===== config.mk =====
export PLATFORM = sky130hd
export DESIGN_NAME = td4_prog_loader
export DESIGN_NICKNAME = d
export VERILOG_FILES = /design/src/rtl/td4_pkg.sv /design/src/rtl/td4_prog_mem.sv /design/src/rtl/td4_prog_loader.sv
export SDC_FILE = /design/constraint.sdc
export NUM_CORES = 1
export LEC_CHECK = 0
export ABC_AREA = 1
export CORE_MARGIN = 4
export CORE_UTILIZATION = 55
export DETAILED_ROUTE_END_ITERATION = 8
export PLACE_DENSITY = 0.83
export SLEW_MARGIN = 10
export SYNTH_ARGS = -nofsm -noshare
export SYNTH_HDL_FRONTEND = slang
export SYNTH_SLANG_ARGS = --single-unit

===== constraint.sdc =====
create_clock -name clk -period 2.2 [get_ports clk]
set_clock_uncertainty 0.2 [all_clocks]
set_input_delay 0.55 -clock clk [delete_from_list [all_inputs] [get_ports clk]]
set_output_delay 0.55 -clock clk [all_outputs]
set_load 0.1 [all_outputs]

===== src/rtl/td4_pkg.sv =====
// Shared TD4 program-loader definitions: FSM states and program byte field layout.
package td4_pkg;

  localparam int PC_W    = 4;
  localparam int FIELD_W = 4;
  localparam int OPC_LSB = 0;
  localparam int IMM_LSB = 4;

  typedef enum logic [1:0] {
    IDLE = 2'd0,
    LOAD = 2'd1,
    RUN  = 2'd2
  } state_t;

endpackage


===== src/rtl/td4_prog_mem.sv =====
// DEPTH x 8 program store: one synchronous write port, zero-latency asynchronous read port.
// Synchronous active-low reset clears every word; no flow control of its own.
module td4_prog_mem #(
  parameter int DEPTH = 16,
  parameter int PC_W  = 4
) (
  input  logic            clk,
  input  logic            rst_n,
  input  logic            we,
  input  logic [PC_W-1:0] waddr,
  input  logic [7:0]      wdata,
  input  logic [PC_W-1:0] raddr,
  output logic [7:0]      rdata
);

  logic [7:0] mem [DEPTH];

  always_ff @(posedge clk) begin
    if (!rst_n) begin
      for (int i = 0; i < DEPTH; i++) begin
        mem[i] <= 8'h00;
      end
    end else if (we) begin
      mem[waddr] <= wdata;
    end
  end

  assign rdata = mem[raddr];

endmodule


===== src/rtl/td4_prog_loader.sv =====
// Loads a DEPTH-byte TD4 program from a valid/ready host stream, then releases the CPU.
// Fetch is combinational (zero latency); wr_ready follows load_en while loading, 0 otherwise.
module td4_prog_loader #(
  parameter int DEPTH = 16,
  parameter int PC_W  = td4_pkg::PC_W
) (
  input  logic            clk,
  input  logic            rst_n,
  input  logic            load_en,
  input  logic            wr_valid,
  input  logic [7:0]      wr_data,
  output logic            wr_ready,
  input  logic [PC_W-1:0] pc,
  output logic [3:0]      opcode,
  output logic [3:0]      immediate,
  output logic            cpu_run,
  output logic            load_done,
  output logic [7:0]      checksum
);

  import td4_pkg::*;

  state_t          state;
  state_t          state_nxt;
  logic [PC_W-1:0] addr;
  logic [PC_W-1:0] addr_nxt;
  logic [7:0]      csum_nxt;
  logic            done_nxt;
  logic            xfer;
  logic [7:0]      rdata;

  always_ff @(posedge clk) begin
    if (!rst_n) begin
      state     <= IDLE;
      addr      <= '0;
      checksum  <= 8'h00;
      load_done <= 1'b0;
    end else begin
      state     <= state_nxt;
      addr      <= addr_nxt;
      checksum  <= csum_nxt;
      load_done <= done_nxt;
    end
  end

  // Every way into LOAD restarts the address and checksum, so a reload never mixes programs.
  always_comb begin
    state_nxt = state;
    addr_nxt  = addr;
    csum_nxt  = checksum;
    done_nxt  = 1'b0;
    wr_ready  = 1'b0;
    xfer      = 1'b0;
    case (state)
      IDLE: begin
        if (load_en) begin
          state_nxt = LOAD;
          addr_nxt  = '0;
          csum_nxt  = 8'h00;
        end
      end
      LOAD: begin
        wr_ready = load_en;
        if (!load_en) begin
          state_nxt = IDLE;
        end else if (wr_valid) begin
          xfer     = 1'b1;
          addr_nxt = addr + PC_W'(1);
          csum_nxt = checksum + wr_data;
          if (addr == PC_W'(DEPTH - 1)) begin
            state_nxt = RUN;
            done_nxt  = 1'b1;
          end
        end
      end
      RUN: begin
        if (load_en) begin
          state_nxt = LOAD;
          addr_nxt  = '0;
          csum_nxt  = 8'h00;
        end
      end
      default: begin
        state_nxt = IDLE;
      end
    endcase
  end

  td4_prog_mem #(
    .DEPTH (DEPTH),
    .PC_W  (PC_W)
  ) u_mem (
    .clk   (clk),
    .rst_n (rst_n),
    .we    (xfer),
    .waddr (addr),
    .wdata (wr_data),
    .raddr (pc),
    .rdata (rdata)
  );

  assign cpu_run   = (state == RUN);
  assign opcode    = cpu_run ? rdata[OPC_LSB +: FIELD_W] : 4'h0;
  assign immediate = cpu_run ? rdata[IMM_LSB +: FIELD_W] : 4'h0;

endmodule


==> results.ini, run 1 <==
[status]
status=complete, but fails checks
violations=setup timing

[logic_synthesis]
synth_edf_count=128
synth_fp_nets=841
synth_top_area_share_pct=54.2
syn_area_per_cell_sq_um=8.73
synthCells=813
ys_async_sr_fraction_pct=0
synthFlopType=edfxtp_1
ys_types=30
ys_top_cells_by_area=edfxtp_1 54%, nand2_1 12%, nor2_1 7.2%, nand3_1 6.9%, inv_1 5.1%
synth_area_leader_cell=edfxtp_1
synth_area_sq_mm=0.00710
ys_warn_count=0
ys_seq_area_share_pct=58.4
synth-seq-cells=143

[pwr]
max-vdd-ir-drop_mv=0.482
p_leak_nw=4.42
p_per_area_mw_per_mm2=655

[drt]
drt.antenna.violating_nets=0
wl_per_cell_um=20.2
drt_iter0_drc=904
routed_wl_um=22200
dr.pass1.iters=8
via_per_inst=5.80
vias=6394
drc_errors=0

[setup_path]
required_ns=1.45
r2r_cells=8
crit-reg2reg-launch=state[1]
end_kind=output pin
critPathArrivalTime_ns=1.78
worstSetupPathType=input port to output pin
timing.rr.end=u_mem.mem[1][5]
ff2ff_setup_slack_ns=0.25
cp-start-kind=input port
cp_max_fo=7

[cells_and_area]
multi_input_area_sq_mm=0.00289
finalNetCount=946
layout.cells.non_filler=1103
final_common_cell=nand2_1
antenna_cells=0
final_cell_mix=205 x nand2_1, 134 x nor2_1, 128 x edfxtp_1
regArea_sq_mm=0.00415
post-route-util_pct=78.2
drive_above_1_share_pct=27.6
num-fill-cells=728
final_area_sq_mm=0.00987
synthToLayoutAreaGrowth_pct=39.1

[timing]
finalSetupViolations=8
worst_pin_slew_ns=0.631
fin_hold_ws_ns=0.321
fin_ws_ns=-0.331
hold_viol=0
period_minus_slack_ns=2.53
slew_headroom_pct=57.8
slew_viol_final=0
clock.fmax_ghz=0.395
min_period_over_period_pct=115
rsz0062_at_grt=true

[clock_network]
htree_levels=4
cts_sinks=143
clock_path_buffers=2
cts_buffers=17
clock_latency_ns=0.42
cts_tree=yes
root_buffer=clkbuf_16
ctsHoldBuffers=0
clk_pin_slew_worst_paths_ns=0.06

[min_path]
hold_path_class=register to register
holdCritStartpoint=checksum[7]
hold_depth=2
hold_end=checksum[7]

[grt]
antenna_found_initial=0
grt_pass1_vias=6508
grt_pass1_wl_um=32600
grt_usage_pct=29.8
grt.overflow.total=0
grt_max_degree=26

[die]
core_area_sq_mm=0.0126
num_rows=41
dieHeight_um=122
dieArea_sq_mm=0.0148
start_util_pct=56.2
die_x_um=122
ios=35

[place]
io_buffer_count=34
dp_hpwl_um=11900
placed_cells=1054
dpl_cell_area_sq_mm=0.00859
preCtsSetupSlack_ns=-0.613
place_congestion=0.904

[job]
maxCapViolCount=0

[cells by family (layout without fill, tap and decap cells)]
family / count (synthesis) / count (layout) / share of synthesized area (%)
adders and majority gates: 12 / 12 / 2.22
and+or+nand+nor: 497 / 497 / 29.6
buffers and inverters: 135 / 253 / 7.62
DFF: 143 / 143 / 58.4
AOI/OAI and AO/OA: 23 / 23 / 1.80
xor gates and xnor gates: 3 / 3 / 0.370
[Yosys cell counts, drive strengths merged (2+ instances only)]
cell,instances
nand2,253
nor2,141
edfxtp,128
nand3,99
inv,98
buf,19
clkbuf,17
a21oi,15
dfxtp,15
ha,11
o21ai,4
a22o,2
nor3,2
xnor2,2
[per-layer routing]
layer	share of wire, %	GRT usage (%)
met1	33	33.0
met2	49	49.9
met3	10	7.38
met4	7.8	21.5
met5	0	0
[through the flow]
stage | setup TNS, ns | power [mW]
global route | -2.70 | 6.64
finish | -2.45 | 6.46
floorplan | -2.83 | 3.45
detailed placement | -65.37 | 3.74
global placement | -49.02 | 3.73
CTS | -1.79 | 6.37
[worst max-delay path, cell delays in order]
cell and delay [ns]:
buf_12 0.13, clkinv_16 0.10, clkbuf_16 0.17, nand2_1 0.09
nand3_1 0.08, nand3_1 0.14, nand3_2 0.14, a21oi_4 0.17
buf_12 0.19
[cell type report]
class,count,share of cell area [%]
clock buffer,22,4.50
multi-input combinational,535,29.3
clock inverter,10,0.723
tap,172,2.18
timing repair buffer,122,17.1
sequential,143,42.0
inverter,99,4.15
[power breakdown]
group | internal [mW] | total, mW | switching (mW)
clock network | 1.52 | 2.56 | 1.04
logic | 0.331 | 0.831 | 0.500
registers | 3.04 | 3.07 | 0.0346
total | 4.89 | 6.46 | 1.57
[timing repair]
action	CTS	global route
pin swaps	17	30
setup endpoints to repair	9	35
resized for setup	82	53
hold endpoints to repair	0	0
setup buffers	8	3
gates cloned	7	1
[flip-flops by register name (all words and copies together), names as in the netlist]
signal,flops
u_mem.mem,128
checksum,8
addr,4
state,2
load_done,1
[worst max-delay path by stage]
stage	from	endpoint	slack (ns)	depth (start not counted)
finish	pc[0]	opcode[2]	-0.33	9
global route	pc[0]	opcode[2]	-0.38	9
CTS	pc[0]	opcode[3]	-0.24	10
detailed placement	pc[1]	immediate[2]	-0.61	7
global placement	pc[1]	immediate[2]	-0.60	7
floorplan	state[1]	immediate[0]	-0.35	4
Note: power is estimated with default switching activity, not from simulation.
==> run 2, diff against run 1 <==
--- a/config.mk
+++ b/config.mk
@@ -8,6 +8,7 @@
 export ABC_AREA = 1
 export CORE_MARGIN = 4
 export CORE_UTILIZATION = 55
+export CTS_CLUSTER_SIZE = 40
 export DETAILED_ROUTE_END_ITERATION = 8
 export PLACE_DENSITY = 0.83
 export SLEW_MARGIN = 10
==> results of run 2 <==
Final layout, timing and power as in run 1 (identical DEF).
